$ cat src/rtl/seg7_pkg.sv
// Shared constants, hex glyph table and display payload type for the
// 4-digit multiplexed 7-segment scan driver.
package seg7_pkg;

    localparam int unsigned NUM_DIGITS = 4;
    localparam int unsigned NIB_W      = 4;
    localparam int unsigned SEG_W      = 7;
    localparam int unsigned DIG_W      = 2;
    localparam int unsigned VAL_W      = NUM_DIGITS * NIB_W;

    // All segments off (segments are active-low).
    localparam logic [SEG_W-1:0] SEG_BLANK = 7'h7F;

    // Active-low glyphs as {g,f,e,d,c,b,a}; b and d are lowercase.
    localparam logic [SEG_W-1:0] HEX_GLYPH [16] = '{
        7'h40, 7'h79, 7'h24, 7'h30,   // 0 1 2 3
        7'h19, 7'h12, 7'h02, 7'h78,   // 4 5 6 7
        7'h00, 7'h10, 7'h08, 7'h03,   // 8 9 A b
        7'h46, 7'h21, 7'h06, 7'h0E    // C d E F
    };

    // Registered display payload driven onto the board pins.
    typedef struct packed {
        logic [SEG_W-1:0]      seg;
        logic                  dp;
        logic [NUM_DIGITS-1:0] an;
    } disp_t;

    localparam disp_t DISP_RESET = '{seg: SEG_BLANK, dp: 1'b1, an: 4'hF};

endpackage

$ cat src/rtl/seg7_hex_decode.sv
// Combinational hex-nibble to active-low 7-segment glyph decoder.
// Ports:
//   nib   - 4-bit hex digit
//   seg_c - segments {g,f,e,d,c,b,a}, active-low (combinational)
module seg7_hex_decode
    import seg7_pkg::*;
(
    input  logic [NIB_W-1:0] nib,
    output logic [SEG_W-1:0] seg_c
);

    always_comb begin
        seg_c = HEX_GLYPH[nib];
    end

endmodule

$ cat src/rtl/seg7_scan_driver.sv
// Time-multiplexed 4-digit 7-segment driver. Captures a 16-bit value and
// per-digit decimal points on load, scans one digit per 2^DIV_W clocks with
// an anti-ghost guard window and optional leading-zero blanking.
// Ports:
//   clk, rst  - clock, synchronous active-high reset
//   value_in  - value to display, nibble k on digit k (digit 0 rightmost)
//   load      - capture strobe for value_in / dp_in
//   dp_in     - decimal-point request per digit, 1 = lit
//   blank_lz  - 1 = blank leading zero digits (digit 0 always shown)
//   seg       - segments {g..a}, active-low, registered
//   dp        - decimal point, active-low, registered
//   an        - digit anodes, active-low, registered
// GUARD must be smaller than 2^DIV_W or the anodes never light.
module seg7_scan_driver
    import seg7_pkg::*;
#(
    parameter int unsigned DIV_W = 16,
    parameter int unsigned GUARD = 4
) (
    input  logic                  clk,
    input  logic                  rst,
    input  logic [VAL_W-1:0]      value_in,
    input  logic                  load,
    input  logic [NUM_DIGITS-1:0] dp_in,
    input  logic                  blank_lz,
    output logic [SEG_W-1:0]      seg,
    output logic                  dp,
    output logic [NUM_DIGITS-1:0] an
);

    logic [DIV_W-1:0]      pre_q;
    logic [DIG_W-1:0]      dig_q;
    logic [VAL_W-1:0]      val_q;
    logic [NUM_DIGITS-1:0] dp_q;
    disp_t                 disp_q;

    logic [NIB_W-1:0]      nib_c;
    logic [SEG_W-1:0]      glyph_c;
    logic [NUM_DIGITS-1:0] nz_c;
    logic [NUM_DIGITS-1:0] lz_c;
    logic                  guard_c;
    disp_t                 disp_d_c;

    // Shadow registers: hold the captured value between loads.
    always_ff @(posedge clk) begin
        if (rst) begin
            val_q <= '0;
            dp_q  <= '0;
        end else if (load) begin
            val_q <= value_in;
            dp_q  <= dp_in;
        end
    end

    // Free-running prescaler; the digit index advances on its wrap.
    always_ff @(posedge clk) begin
        if (rst) begin
            pre_q <= '0;
            dig_q <= '0;
        end else begin
            pre_q <= pre_q + DIV_W'(1);
            if (&pre_q) begin
                dig_q <= dig_q + DIG_W'(1);
            end
        end
    end

    // Nibble shown on the active digit.
    always_comb begin
        nib_c = val_q[3:0];
        case (dig_q)
            2'd0:    nib_c = val_q[3:0];
            2'd1:    nib_c = val_q[7:4];
            2'd2:    nib_c = val_q[11:8];
            default: nib_c = val_q[15:12];
        endcase
    end

    seg7_hex_decode u_dec (
        .nib   (nib_c),
        .seg_c (glyph_c)
    );

    // Digit k is a leading zero when nibbles k..3 are all zero; digit 0 never is.
    always_comb begin
        nz_c = '0;
        for (int k = 0; k < int'(NUM_DIGITS); k++) begin
            nz_c[k] = (val_q[k*NIB_W +: NIB_W] == '0);
        end
        lz_c    = '0;
        lz_c[3] = nz_c[3];
        lz_c[2] = nz_c[3] & nz_c[2];
        lz_c[1] = nz_c[3] & nz_c[2] & nz_c[1];
    end

    assign guard_c = (pre_q < DIV_W'(GUARD));

    // Next display word: blanking only affects segments, guard only anodes.
    always_comb begin
        disp_d_c     = DISP_RESET;
        disp_d_c.seg = (blank_lz && lz_c[dig_q]) ? SEG_BLANK : glyph_c;
        disp_d_c.dp  = ~dp_q[dig_q];
        disp_d_c.an  = guard_c ? 4'hF : ~(4'b0001 << dig_q);
    end

    // Output register.
    always_ff @(posedge clk) begin
        if (rst) begin
            disp_q <= DISP_RESET;
        end else begin
            disp_q <= disp_d_c;
        end
    end

    assign seg = disp_q.seg;
    assign dp  = disp_q.dp;
    assign an  = disp_q.an;

endmodule
$ cat config.mk
export PLATFORM = sky130hd
export DESIGN_NAME = seg7_scan_driver
export DESIGN_NICKNAME = d
export VERILOG_FILES = /design/src/rtl/seg7_pkg.sv /design/src/rtl/seg7_hex_decode.sv /design/src/rtl/seg7_scan_driver.sv
export SDC_FILE = /design/constraint.sdc
export NUM_CORES = 1
export LEC_CHECK = 0
export ABC_AREA = 1
export CORE_ASPECT_RATIO = 1.1
export CORE_UTILIZATION = 30
export CTS_BUF_LIST = sky130_fd_sc_hd__clkbuf_16
export DETAILED_ROUTE_END_ITERATION = 16
export GPL_TIMING_DRIVEN = 0
export PLACE_DENSITY = 0.5
export RECOVER_POWER = 100
export SYNTH_ARGS = -nofsm -noshare
export SYNTH_HDL_FRONTEND = slang
export SYNTH_SLANG_ARGS = --single-unit
$ cat constraint.sdc
create_clock -name clk -period 3.7 [get_ports clk]
set_input_delay 0.74 -clock clk [delete_from_list [all_inputs] [get_ports clk]]
set_output_delay 0.74 -clock clk [all_outputs]
set_load 0.01 [all_outputs]
## Word-level counts from Yosys, hierarchy flattened

Memories as Yosys holds them, arrays and structs flattened. A register that Yosys moved wholly into a read port is not among the register bits.
Cells that the tools add are included.

- Output and inout bits: 12
- Memories kept: 1
- Register bits after elaboration: 43
- Word-level logic and storage cells: 32
- Bits in read-only memories: 112

- $add $sub $neg: 2
- Reduce and logical (&&, ||, !) cells: 8
- Shift operators: 1
- Muxes and demuxes: 5
- Magnitude comparators: 2
- Eq/ne operators: 2
- Bitwise logic cells: 5

Memory list:

| memory | depth | bits a word | rd ports | clocked after memory_dff | wr ports | line | RTL |
|---|---|---|---|---|---|---|---|
| (name not given) | 16 | 7 | 1 | 1 | 0 | seg7_hex_decode.sv:13 | `seg_c = HEX_GLYPH[nib];` |

Operator list:

| operator | count |
|---|---|
| $add A16 B1 Y16 const B | 1 |
| $lt A16 B3 Y1 const B | 1 |
| $reduce_and A16 Y1 | 1 |
| $logic_not A4 Y1 | 3 |
| $pmux W4 S3 | 1 |
| $not A4 Y5 | 1 |
| $bmux W1 S2 | 2 |
| $not A4 Y4 | 1 |
| $reduce_or A2 Y1 | 2 |
| $shl A1 B2 Y4 const A | 1 |
| $lt A2 B3 Y1 const B | 1 |
| $add A2 B1 Y2 const B | 1 |
| $and A1 B1 Y1 | 2 |
| $eq A2 B1 Y1 const B | 1 |
| $eq A2 B2 Y1 const B | 1 |
| $logic_not A2 Y1 | 1 |
| $mux W1 | 2 |
| $logic_and A1 B1 Y1 | 1 |
| $not A1 Y1 | 1 |

## Depth between registers and ports, before layout

Gate-level depths: netlist (run 1).

- Depth after elaboration: 7
- Depth in mapped cells: 11

## Cells and area by module

A second synthesis (run 1) with hierarchy kept.

- Cells, all modules: 351
- Area, all modules: 2467.4 um^2

Modules (own cells, without submodules):

| module | cells an instance | instances | sequential area each (um^2) | area an instance (um^2) |
|---|---|---|---|---|
| seg7_scan_driver | 302 | 1 | 1001.0 | 2193.4 |
| seg7_hex_decode | 49 | 1 | 0.0 | 274.0 |

## Worst setup path after synthesis (run 1)

Ideal clock, no wire load.

- Path kind: register -> register
- From: reg dig_q[0]
- To: reg, netlist name seg[5]
- Data arrival time: 1.757 ns
- Stages on the path, launching flop included: 12
- Path slack: 1.829 ns
- Setup time: 0.114 ns
- Path buffers: 0
- Cell sequence: dfxtp_1 inv_1 ha_1 nand2_1 nand2_1 o21bai_2 inv_1 ha_1 nand3_1 nor2_1 nor2_1 nand2_1

- Longest elaborated chain between the ends: 4
- Elaborated cells on any way between the ends: 9
- Those cells by class: eq/ne (2); mux (3); bitwise (1); reduce/logical (3)

Ends and longest elaborated chain:

| item | line | RTL |
|---|---|---|
| start: declaration | seg7_scan_driver.sv:32 | `logic [DIG_W-1:0] dig_q;` |
| start signal: assignment | seg7_scan_driver.sv:63 | `dig_q <= dig_q + DIG_W'(1);` |
| $bmux W1 S2 | seg7_scan_driver.sv:101 | `disp_d_c.seg = (blank_lz && lz_c[dig_q]) ? SEG_BLANK : glyph_c;` |
| $mux W1 (not written as such) | seg7_scan_driver.sv:101 |  |
| $logic_and A1 B1 Y1 | seg7_scan_driver.sv:101 |  |
| $reduce_or A2 Y1 (no line) | n/a |  |

Several ways; a longest one is shown, not always the timed one. The select of a mux whose other input is x is not followed.
A chain may end at the register's enable or synchronous reset.

## Final worst setup path (run 1)

- From: reg dig_q[0]
- To: reg, netlist name seg[3]

- Longest elaborated chain between the ends: 4
- Elaborated cells on any way between the ends: 9
- Those cells by class: eq/ne (2); mux (3); bitwise (1); reduce/logical (3)

Ends and longest elaborated chain:

| item | line |
|---|---|
| $bmux W1 S2 | seg7_scan_driver.sv:101 |
| $mux W1 (not written as such) | seg7_scan_driver.sv:101 |
| $logic_and A1 B1 Y1 | seg7_scan_driver.sv:101 |
| $reduce_or A2 Y1 (no line) | n/a |

Several ways; a longest one is shown, not always the timed one. The select of a mux whose other input is x is not followed.

==> summary.md, run 1 <==
| Metric | Value |
|---|---|
| ANT nets after route | `0` |
| HPWL Detailed | `about 4400 um` |
| Commonest non-fill, non-tap cells in the layout | `nor2_1, nand2_1, dfxtp_1` |
| Global-route wire length before repair | `9750 um` |
| Worst Path Required | `roughly 3.9 ns` |
| Via density per instance | `4.46` |
| Worst path bufs/invs | `2` |
| Slew @ Worst Pin | `roughly 0.52 ns` |
| Total GRT Usage | `roughly 15%` |
| Unrepaired setup endpoints after global routing | `no` |
| CP Data Arrival Time | `around 2.7 ns` |
| I/O pin cnt | `36` |
| Chip Height | `about 96 um` |
| Syn_area_per_cell | `between 6 and 7 um2` |
| Via Count | `2232` |
| Clock skew | `~0.0088 ns` |
| Synth area leaders | `dfxtp_1, nand2_1, nor2_1` |
| CTS Sinks | `50` |
| Top cell type's share of synthesized area | `about two fifths` |
| CTS Hold Bufs | `0` |
| Minimum clock period after layout | `~2.5 ns` |
| Antenna violations before repair | `0` |
| Largest delay share family, worst path | `adder cells` |
| CTS Buf Count | `5` |
| Ratio of cells with drive above 1 in the final layout | `~5.1%` |
| Crit end category | `flip-flop` |
| Critical Path Most Common Cell | `nand2_1` |
| Crit Path Max Fanout | `8` |
| Maximum VDD drop | `between 0.00015 and 0.0002 V` |
| Largest net degree at the start of global routing | `17` |
| Routability Congestion | `0.866` |
| Setup ws final | `between 1 and 1.5 ns` |
| Unique masters post-synth | `26` |
| Post-synth EDFFs | `0` |
| Tcrit/Tclk final | `roughly two thirds` |
| Total design power | `roughly 1.3 mW` |
| Die width | `87.7 um` |
| Final setup viols | `0` |
| Slowest stage cell on the critical path | `dfxtp_1` |
| Sequential-to-total area share from yosys stat | `41.3%` |
| Mapped Nets | `between 300 and 400` |
| Worst hold path class | `reg -> reg` |
| F_max | `between 400 and 500 MHz` |
| Post-synth ARST share | `0%` |
| Post-CTS Setup Inserts | `0` |
| # DRC | `0` |
| CP Launch Type | `flip-flop` |
| Mapped cell area | `roughly 2400 um2` |
| Filler cells | `~870` |
| Max incr delay on CP | `around 0.49 ns` |
| PwrDens | `~420 nW/um2` |
| Status | `complete, no violations` |
| Drt pass-1 iters | `4` |
| Most common cell after layout, fill and taps aside | `nor2_1` |
| Hold Vio Cnt, Final | `0` |
| Crit path kind | `reg -> reg` |
| Setup TNS | `0 ns` |
| Area of the core | `roughly 8000 um2` |
| Finished Layout Cells | `500` |
| Pins Over Slew Limit | `0` |
| Rel. slew slack | `65.6%` |
| Placed Cells | `492` |
| Yosys Warn Count | `0` |
| Clk Latency, worst-skew pair | `0.29 ns` |
| Ys flop type | `dfxtp_1` |
| Gate Count Post-Synth | `between 300 and 400` |
| Number of port buffers | `34` |
| Final wirelength | `about 5700 um` |
| TritonCTS clock tree | `built` |
| DRT iter0 DRCs | `between 60 and 70` |
| CP cell instances | `inv_1 -> ha_1 -> nand2_1 -> nand2_1 -> o21bai_1 -> inv_1 -> ha_1 -> nand3_1 -> nand2_1 -> nand2_1 -> nand3_1` |
| Pre-CTS setup slack | `around 1.4 ns` |
| Clock slew at reported path FFs | `0.07 ns` |
| Number of max-cap violations | `0` |
| Nets@finish | `427` |
| Initial Utilization | `30.8%` |
| Wire per inst | `11.4 um` |
| Area leader, netlist | `dfxtp_1` |
| Vias in the first global route | `approximately 2100` |
| Cts repair resizes | `0` |
| CTS Buffer Depth | `2` |
| Flops & latches, synth | `50` |
| Leakage | `1.27 nW` |
| Area grow syn2layout | `27.0%` |
| Final global-route overflow total | `0` |
| Clock root cell | `clkbuf_16` |
| Cell Rows | `34` |
| Die area | `roughly 8500 um2` |
| Number of H-tree levels | `2` |
| Ant diodes | `0` |
==> area by class of cell <==
class | instances | area [um2] | area share [%]
Sequential cell | 50 | 1000 | 32.5
Timing Repair Buffer | 34 | 340 | 11.0
Clock buffer | 5 | 125 | 4.06
Multi-Input combinational cell | 266 | 1280 | 41.7
Buffer | 7 | 26.3 | 0.853
Tap cell | 108 | 135 | 4.38
Inverter | 27 | 101 | 3.29
Clock inverter | 3 | 68.8 | 2.23
==> synthesized netlist by cell type, types with 2 or more instances <==
| master | count |
|---|---|
| dfxtp_1 | 50 |
| nand3_1 | 28 |
| o21ai_0 | 31 |
| inv_1 | 26 |
| nand4_1 | 2 |
| nand2_1 | 76 |
| clkbuf_1 | 4 |
| a21oi_1 | 18 |
| nor2_1 | 76 |
| xor2_1 | 2 |
| nand2_2 | 4 |
| o22ai_2 | 2 |
| nor3_1 | 4 |
| nor2_2 | 4 |
| ha_1 | 12 |
==> report_power, final <==
group | switching (mW) | total, mW | internal, mW
Clock | 0.210 | 0.598 | 0.389
Combinational | 0.0694 | 0.130 | 0.0610
Sequential | 0.0139 | 0.578 | 0.564
==> worst register-to-register path, stage by stage, from the launching register on <==
cell and delay, ns:
dfxtp_1 0.49, inv_1 0.21, ha_1 0.33, nand2_1 0.10, nand2_1 0.05, o21bai_1 0.44
inv_1 0.16, ha_1 0.27, nand3_1 0.12, nand2_1 0.07, nand2_1 0.06, nand3_1 0.07
==> cell families after synthesis <==
kind of cell / synth area share [%]
fa+ha+maj: 6.19
xor+xnor: 1.08
simple gates: 33.8
compound gates: 12.3
buf+inv: 5.36
flops: 41.3
==> final timing paths <==
check	startpoint	end	slack, ns	depth (start not counted)
max	dig_q[0]	seg[3]	1.21	11
min	dp_q[2]	dp_q[2]	0.46	2
max reg2reg	dig_q[0]	seg[3]	1.21	11
min reg2reg	dp_q[2]	dp_q[2]	0.46	2
==> flip-flops by register name (all words and copies together), names as in the netlist <==
signal / cells
pre_q: 16
val_q: 16
seg: 7
an: 4
dp_q: 4
dig_q: 2
dp: 1
==> through the flow <==
stage               util (%)  area, um2  hold WS, ns
floorplan                  -       2430        0.429
global placement        36.9       2900        0.445
detailed placement      36.9       2900        0.449
CTS                     39.3       3100        0.461
global route            39.2       3080        0.494
finish                  39.2       3080        0.460
==> layer usage <==
metal  vias to the layer above  track usage (%)  part of all wire (%)
li1                       1201                -                     -
met1                       995             18.5                    50
met2                        31             26.1                    46
met3                         5             3.09                   2.6
met4                         0             4.37                  0.90
met5                         -                0                     0
Note: power is estimated with default switching activity, not from simulation.
==> inputs of run 2 (changes only) <==
--- a/config.mk
+++ b/config.mk
@@ -11,7 +11,7 @@
 export CTS_BUF_LIST = sky130_fd_sc_hd__clkbuf_16
 export DETAILED_ROUTE_END_ITERATION = 16
 export GPL_TIMING_DRIVEN = 0
-export PLACE_DENSITY = 0.5
+export PLACE_DENSITY = 0.52
 export RECOVER_POWER = 100
 export SYNTH_ARGS = -nofsm -noshare
 export SYNTH_HDL_FRONTEND = slang
==> constraint.sdc (replaced) <==
create_clock -name clk -period 2.2 [get_ports clk]
set_input_delay 0.44 -clock clk [delete_from_list [all_inputs] [get_ports clk]]
set_output_delay 0.44 -clock clk [all_outputs]
set_load 0.01 [all_outputs]
==> run 2 against run 1 <==
Compared with the run above:
- critical path depth stayed put
- sequential share of layout area increased by 0.23 points
- utilization fell by 0.17 points
==> summary.md, run 2 (synthesis results as in run 1) <==
| Metric | Value |
|---|---|
| Status | `complete, no violations` |
| Die area | `between 8000 and 9000 um2` |
| Clock skew | `0.00819 ns` |
| Commonest non-fill, non-tap cells in the layout | `nor2_1, nand2_1, dfxtp_1` |
| R2r startpoint | `dig_q[1]` |
| Setup ws final | `roughly 0.21 ns` |
| Pre-CTS setup slack | `-0.117 ns` |
| F_max | `502 MHz` |
| Crit path kind | `reg -> reg` |
| CTS Buffer Depth | `2` |
| Min-Delay Path Depth | `1` |
| ANT nets after route | `0` |
| CTS Buf Count | `5` |
| Placed Cells | `between 400 and 500` |
| Total GRT Usage | `14.9%` |
| Wire per inst | `11.2 um` |
| # DRC | `0` |
| I/O pin cnt | `36` |
| Ant diodes | `0` |
| Clock root cell | `clkbuf_16` |
| Unrepaired setup endpoints after global routing | `no` |
| Area of the core | `between 7000 and 8000 um2` |
| Crit end category | `flip-flop` |
| Clk Latency, worst-skew pair | `between 0.2 and 0.3 ns` |
| Total design power | `approximately 2 mW` |
| Slew @ Worst Pin | `0.459 ns` |
| Global-route wire length before repair | `9870 um` |
| CP Launch Type | `flip-flop` |
| DRT iter0 DRCs | `a little under 70` |
| CP Data Arrival Time | `between 2 and 2.5 ns` |
| Antenna violations before repair | `0` |
| Filler cells | `roughly 860` |
| Ratio of cells with drive above 1 in the final layout | `under 10%` |
| R2R depth | `11` |
| Crit Path Max Fanout | `7` |
| Vias in the first global route | `about 2200` |
| Setup TNS | `0 ns` |
| Leakage | `roughly 1.3 nW` |
| Maximum VDD drop | `around 0.00031 V` |
| Worst hold path class | `reg -> reg` |
| Via density per instance | `approximately 4.6` |
| Hold Vio Cnt, Final | `0` |
| Number of max-cap violations | `0` |
| Finished Layout Cells | `roughly 500` |
| Routability Congestion | `about 0.8` |
| Area grow syn2layout | `26.5%` |
| Nets@finish | `between 400 and 500` |
| Cell Rows | `34` |
| Most common cell after layout, fill and taps aside | `nor2_1` |
| Via Count | `2294` |
| CTS Hold Bufs | `0` |
| Initial Utilization | `between 30% and 40%` |
| CTS Sinks | `50` |
| Worst Path Required | `~2.4 ns` |
| Final global-route overflow total | `0` |
| Number of H-tree levels | `2` |
| Number of port buffers | `34` |
| HPWL Detailed | `approximately 4400 um` |
| Final wirelength | `5630 um` |
| Critical path startpoint | `dig_q[1]` |
| Final setup viols | `0` |
| Min-delay src | `pre_q[0]` |
| Minimum clock period after layout | `around 2.0 ns` |
| Clock slew at reported path FFs | `0.07 ns` |
| TritonCTS clock tree | `built` |
| Drt pass-1 iters | `4` |
| Largest net degree at the start of global routing | `17` |
| Tcrit/Tclk final | `around nine tenths` |
| PwrDens | `between 600 and 700 nW/um2` |
| Chip Height | `96.3 um` |
| Rel. slew slack | `a little over two thirds` |
| Die width | `about 88 um` |
| Pins Over Slew Limit | `0` |
## run 2: repair_timing
item                                   in CTS  in global routing
setup endpoints to repair                   5                  5
setup buffers                               0                  4
pin swaps                                   0                  1
endpoints found under the hold margin       0                  0
resized for setup                           1                  6
## run 2: metal layers
metal / up-vias / part of all wire [%] / global-route usage, %
met5: - / 0 / 0
met2: 49 / 46 / 26.3
li1: 1216 / - / -
met1: 1021 / 48 / 18.0
met4: 0 / 2.0 / 4.78
met3: 8 / 4.1 / 2.92
## run 2: through the flow
step	hold slack (ns)	instance area (um2)	util, %
3_5_place_dp	0.448	2900	36.9
6_report	0.448	3070	39.0
3_3_place_gp	0.442	2900	36.9
5_1_grt	0.498	3070	39.0
4_1_cts	0.438	3050	38.7
2_1_floorplan	0.429	2430	-
## run 2: worst max-delay path, stage by stage, from the launching register on
cell and delay (ns):
dfxtp_2 0.39, inv_1 0.13, ha_1 0.26, nand2_1 0.10, nand2_1 0.06, o22ai_2 0.20
clkbuf_4 0.20, ha_1 0.24, nand3_1 0.14, nand2_1 0.08, nand2_1 0.05, nand3_1 0.09
## run 2: layout make-up
class                      instances  area, um2  share of cell area, %
multi-input combinational        266       1280                   41.9
sequential                        50       1000                   32.7
timing repair buffer              38        370                   12.1
tap                              108        135                   4.40
clock buffer                       5        125                   4.08
inverter                          27        101                   3.30
buffer                             7       26.3                  0.856
clock inverter                     3       21.3                  0.693
## run 2: final timing paths
path / end / slack, ns
max: seg[3] / 0.21
min: pre_q[0] / 0.45
max reg2reg: seg[3] / 0.21
min reg2reg: pre_q[0] / 0.45
## run 2: power breakdown
group,switching [mW],internal [mW]
Sequential,0.0222,0.949
Combinational,0.119,0.110
Clock,0.342,0.422
==> RTL edit 1: new RTL, flow settings as in run 2 <==
Make the reset (`rst`) asynchronous in 3 clocked blocks. Comments in the files are not updated.
--- a/src/rtl/seg7_scan_driver.sv
+++ b/src/rtl/seg7_scan_driver.sv
@@ -44,3 +44,3 @@
     // Shadow registers: hold the captured value between loads.
-    always_ff @(posedge clk) begin
+    always_ff @(posedge clk or posedge rst) begin
         if (rst) begin
@@ -55,3 +55,3 @@
     // Free-running prescaler; the digit index advances on its wrap.
-    always_ff @(posedge clk) begin
+    always_ff @(posedge clk or posedge rst) begin
         if (rst) begin
@@ -106,3 +106,3 @@
     // Output register.
-    always_ff @(posedge clk) begin
+    always_ff @(posedge clk or posedge rst) begin
         if (rst) begin
Function: differs if rst is asserted again (counterexample within 4 cycles, from zero or initial values and one cycle with rst high); with rst held inactive, the same outputs for 10 cycles.
==> RTL edit 1 against run 2 <==
  * Fmax about the same
  * Total power increased by 9.8%
  * Wire length decreased by 7.1%
  * Area after synthesis increased by 3.0%
  * Count of clock-buffer cells in the layout unchanged
  * Worst setup slack about the same
  * Global-route usage decreased by 1.7 points
  * Worst hold slack improved by 0.0061 ns
  * Via count decreased by 17%
  * Final area increased by 3.8%
  * Sequential cell count unchanged
  * Non-clock buffer count decreased by 4
  * Critical path type unchanged
  * Largest cell class is now flip-flops and latches
  * Highest routed layer unchanged
==> RTL edit 1: results (changes against run 2) <==
----------------------------------------------------
[STA]
  Transition time at the pin with the least slew margin ... 0.504 ns (+0.0451 ns)
  Fin Hold WS ... 0.454 ns (+0.00614 ns)
  Worst setup margin ... 0.209 ns (-0.000302 ns)
  Clock Skew ... 0.00761 ns (-0.000584 ns)

[Synth]
  Proportion of synthesized area in mux cells ... 3.61% (+3.6 points)
  Proportion of register bits with asynchronous set or reset after synthesis ... 100% (+100 points)
  Synth area leaders ... sky130_fd_sc_hd__dfrtp_1 (38%), sky130_fd_sc_hd__dfstp_2 (13%), sky130_fd_sc_hd__nand2_1 (12%), sky130_fd_sc_hd__ha_1 (6.0%), sky130_fd_sc_hd__nand3_1 (5.0%)
  Compound-cell area share of the yosys netlist ... 5.16% (-7.1 points)
  Xor-xnor portion of the synthesized cell area ... 4.91% (+3.8 points)
  Commonest cells in the netlist ... sky130_fd_sc_hd__nand2_1 (77), sky130_fd_sc_hd__dfrtp_1 (38), sky130_fd_sc_hd__inv_1 (28), sky130_fd_sc_hd__nand3_1 (25), sky130_fd_sc_hd__nor2_1 (17)
  Synth cell types ... 28 (+7.7%)
  Share of synthesized cell area in full adder, half adder and majority cells ... 6.01% (-0.18 points)
  Avg Synthesized Cell Area ... 8.99 sq um (+30%)

[Drt]
  Met3 WL ... 156 microns (-32%)
  Count of TritonRoute iterations in the first routing pass ... 4 (unchanged)
  Met1 wire length ... 2520 microns (-6.2%)
  Detailed-route vias per instance ... 4.41 (-3.1%)
  Detailed-routed wire length on met2 ... 2470 microns (-4.7%)
  Drt initial violations ... 67 (-2.9%)
  Routed Wire Length ... 5230 microns (-7.1%)
  Routed wirelength normalized by instance count ... 12.1 microns (+8.4%)

[GRT]
  Total GRT Usage ... 13.2% (-1.7 points)
  Global-route met1 utilization ... 17.4% (-0.52 points)
  Vias in the first global route ... 1867 (-16%)
  Pin count of the biggest net entering global routing ... 42 (+25)
  Met2 usage ... 21.6% (-4.7 points)
  First-pass GRT wire length ... 8740 microns (-11%)
  Global Route met3 Usage ... 2.46% (-0.45 points)

[Placed design]
  Placement Setup Slack ... -0.198 ns (-0.0816 ns)
  Dpl hpwl ... 3950 microns (-10%)
  Dpl cell area ... 3000 sq um (+3.5%)
  Count of input and output buffers ... 35 (+2.9%)
  Placed cells ... 422 (-14%)
  Global placer's final weighted congestion ... 0.795 (-3.5%)

[Final layout]
  Number of nets at the end of the flow ... 359 (-17%)
  Ratio of cells with drive above 1 in the final layout ... 13.3% (+6.5 points)

[Setup path]
  Crit-path max cell delay ... 0.43 ns (+0.04 ns)
  Kind of cell adding the most delay to the critical path ... adder cells
  Slowest library cell on the worst path ... sky130_fd_sc_hd__dfrtp_2

[Outcome]
  Run status ... finished, final reports clean

----------------------------------------------------
## RTL edit 1: cell count changes in the layout (fill, tap and decap cells not counted), moves of 4 or more
cell                       delta
sky130_fd_sc_hd__nand4_1      +4
sky130_fd_sc_hd__mux2_2       +8
sky130_fd_sc_hd__nand3_1      -4
sky130_fd_sc_hd__nor2_1      -59
sky130_fd_sc_hd__xor2_1       +8
sky130_fd_sc_hd__clkbuf_1     -4
sky130_fd_sc_hd__dfxtp_1     -48
sky130_fd_sc_hd__a21oi_1     -15
sky130_fd_sc_hd__dfrtp_1     +36
sky130_fd_sc_hd__inv_1        +4
sky130_fd_sc_hd__dfstp_2     +12
sky130_fd_sc_hd__o21ai_0     -17
## RTL edit 1: timing repair
item,CTS,global route
endpoints found under the setup margin,7,6
buffers inserted,0,2
hold buffers,0,0
pin swaps,0,0
gates resized for setup,2,4
## RTL edit 1: power groups by stage
stage | Clock, W | Sequential [W] | Combinational [W]
final | 0.000864 | 0.00102 | 0.000276
after global routing | 0.000929 | 0.00102 | 0.000316
after CTS | 0.000892 | 0.00102 | 0.000289
after detailed placement | 0 | 0.00103 | 0.000287
after global placement | 0 | 0.00103 | 0.000280
after floorplan | 0 | 0.00104 | 0.000145
## RTL edit 1: area by class of cell
cell class              count  area, sq um
repair buffers             38          385
flip-flops and latches     50         1270
clock buffers               5          125
well taps                 108          135
fillers                   863         4810
inverters                  29          109
clock inverters             3         41.3
plain buffers               3         11.3
multi-input cells         196         1110
## RTL edit 1: path summary, 6_finish.rpt
kind / cells after the start / to / from
setup / recovery: 11 / seg[5] / dig_q[0]
hold / removal: 1 / pre_q[0] / pre_q[0]
setup reg to reg: 11 / seg[5] / dig_q[0]
hold reg to reg: 1 / pre_q[0] / pre_q[0]
max in group asynchronous: 3 / an[0] / rst
min in group asynchronous: 2 / val_q[2] / rst
==> RTL edit 2: new RTL, config.mk and constraints of run 2 <==
Without the edit above. `DIV_W`: 16 -> 32.
--- a/src/rtl/seg7_scan_driver.sv
+++ b/src/rtl/seg7_scan_driver.sv
@@ -16,3 +16,3 @@
 #(
-    parameter int unsigned DIV_W = 16,
+    parameter int unsigned DIV_W = 32,
     parameter int unsigned GUARD = 4
Behaviour: same outputs for any inputs over 10 cycles, from zero or initial values and one cycle with rst high; that may be too few to reach the edited logic, so the function may still have changed.
==> RTL edit 2 against run 2 <==
  * Area after synthesis rose by 41%
  * Sequential power rose by 30%
  * Worst setup slack improved by 0.0076 ns
  * Total power rose by 49%
  * Clock skew fell by 0.0015 ns
  * Cell count rose by 44%
  * Synthesized cell count rose by 51%
  * Count of clock-buffer cells in the layout rose by 4
  * Sequential cell count rose by 16
  * Final area rose by 38%
  * Wire length rose by 56%
  * Critical endpoint is now seg[1]
  * Largest power group is now the clock network
==> RTL edit 2: results (changes against run 2) <==
----------------------------------------------------
[Pwr]
  Proportion of total power due to net switching ... 23.9% (-0.65 points)
  Clock group total power ... 0.00141 W (+85%)
  Total power per unit cell area ... 690 nW/um^2 (+7.7%)
  Static power due to leakage ... 1.62 nW (+28%)

[Outcome]
  Run status ... finished, final reports clean

[GRT]
  Pin count of the biggest net entering global routing ... 13 (-4)
  Met2 usage ... 24.6% (-1.7 points)
  Global-route met1 utilization ... 20.4% (+2.4 points)
  Global Route met3 Usage ... 2.33% (-0.58 points)

[Drt]
  Detailed-routed wire length on met2 ... 4040 microns (+56%)
  Drt initial violations ... 134 (+94%)
  Count of vias placed by the detailed router ... 3316 (+45%)
  Met3 WL ... 238 microns (+3.9%)

[Placed design]
  Dpl hpwl ... 6820 microns (+55%)
  Count of input and output buffers ... 35 (+2.9%)
  Placed cells ... 709 (+44%)

[Setup path]
  Largest fanout on the critical path ... 8 (+1)
  Crit path from ... dig_q[0]
  Crit-path max cell delay ... 0.41 ns (+0.02 ns)

[Final layout]
  Fillers ... 1192 (+39%)
  Number of nets at the end of the flow ... 608 (+41%)
  Ratio of cells with drive above 1 in the final layout ... 5.88% (-0.94 points)

[STA]
  Relative slew slack ... 61.5% (-7.9 points)
  Clock Skew ... 0.00668 ns (-0.00151 ns)

[Synth]
  Sequential area share after synthesis ... 38.6% (-2.7 points)
  Synth cell types ... 23 (-12%)
  Commonest cells in the netlist ... sky130_fd_sc_hd__nand2_1 (143), sky130_fd_sc_hd__nor2_1 (110), sky130_fd_sc_hd__dfxtp_1 (66), sky130_fd_sc_hd__inv_1 (49), sky130_fd_sc_hd__o21ai_0 (35)
  Synth area leaders ... sky130_fd_sc_hd__dfxtp_1 (39%), sky130_fd_sc_hd__nand2_1 (16%), sky130_fd_sc_hd__nor2_1 (12%), sky130_fd_sc_hd__inv_1 (5.4%), sky130_fd_sc_hd__o21ai_0 (5.1%)

[Clocking]
  Number of levels the H-tree was split into ... 3 (+1)
  Later-pin clock latency in the skew report ... 0.33 ns (+0.04 ns)
  Number of buffers created by CTS ... 9 (+4)

----------------------------------------------------
## RTL edit 2: what timing repair did
item,CTS,global route
resized for setup,2,3
endpoints found under the setup margin,2,4
hold endpoints to repair,0,0
## RTL edit 2: cell type report
type                    instances  area [sq um]  area share, %
plain buffers                   9          33.8          0.799
clock buffers                   9           225           5.32
clock inverters                 7          70.1           1.66
inverters                      50           188           4.44
multi-input cells             402          1860           43.9
flip-flops and latches         66          1320           31.3
well taps                     147           184           4.35
repair buffers                 35           350           8.28
## RTL edit 2: how the worst min path moves through the flow
| stage | end | start | cells after the start |
|---|---|---|---|
| final | pre_q[0] | pre_q[0] | 1 |
| after global routing | pre_q[0] | pre_q[0] | 1 |
| after CTS | pre_q[0] | pre_q[0] | 1 |
| after detailed placement | pre_q[0] | pre_q[0] | 1 |
| after global placement | pre_q[0] | pre_q[0] | 1 |
| after floorplan | pre_q[0] | pre_q[0] | 1 |
## RTL edit 2: cell families after synthesis
kind of cell / Yosys count / share of synthesized area, %
XOR/XNOR: 2 / 0.511
AO/OA/AOI/OAI: 71 / 10.8
flip-flops: 66 / 38.6
AND/OR/NAND/NOR: 318 / 39.7
adder cells (fa/ha/maj): 11 / 4.02
buffers and inverters: 59 / 6.46
## RTL edit 2: per-stage QoR
step / hold WS (ns) / setup TNS (ns) / utilization, % / setup WS (ns)
after floorplan: 0.417 / 0 / - / 0.331
after CTS: 0.464 / 0 / 38.7 / 0.122
after detailed placement: 0.450 / -0.111 / 36.0 / -0.0887
after global routing: 0.479 / -0.0169 / 38.4 / -0.0169
final: 0.460 / 0 / 38.4 / 0.217
after global placement: 0.434 / -0.0636 / 36.0 / -0.0636
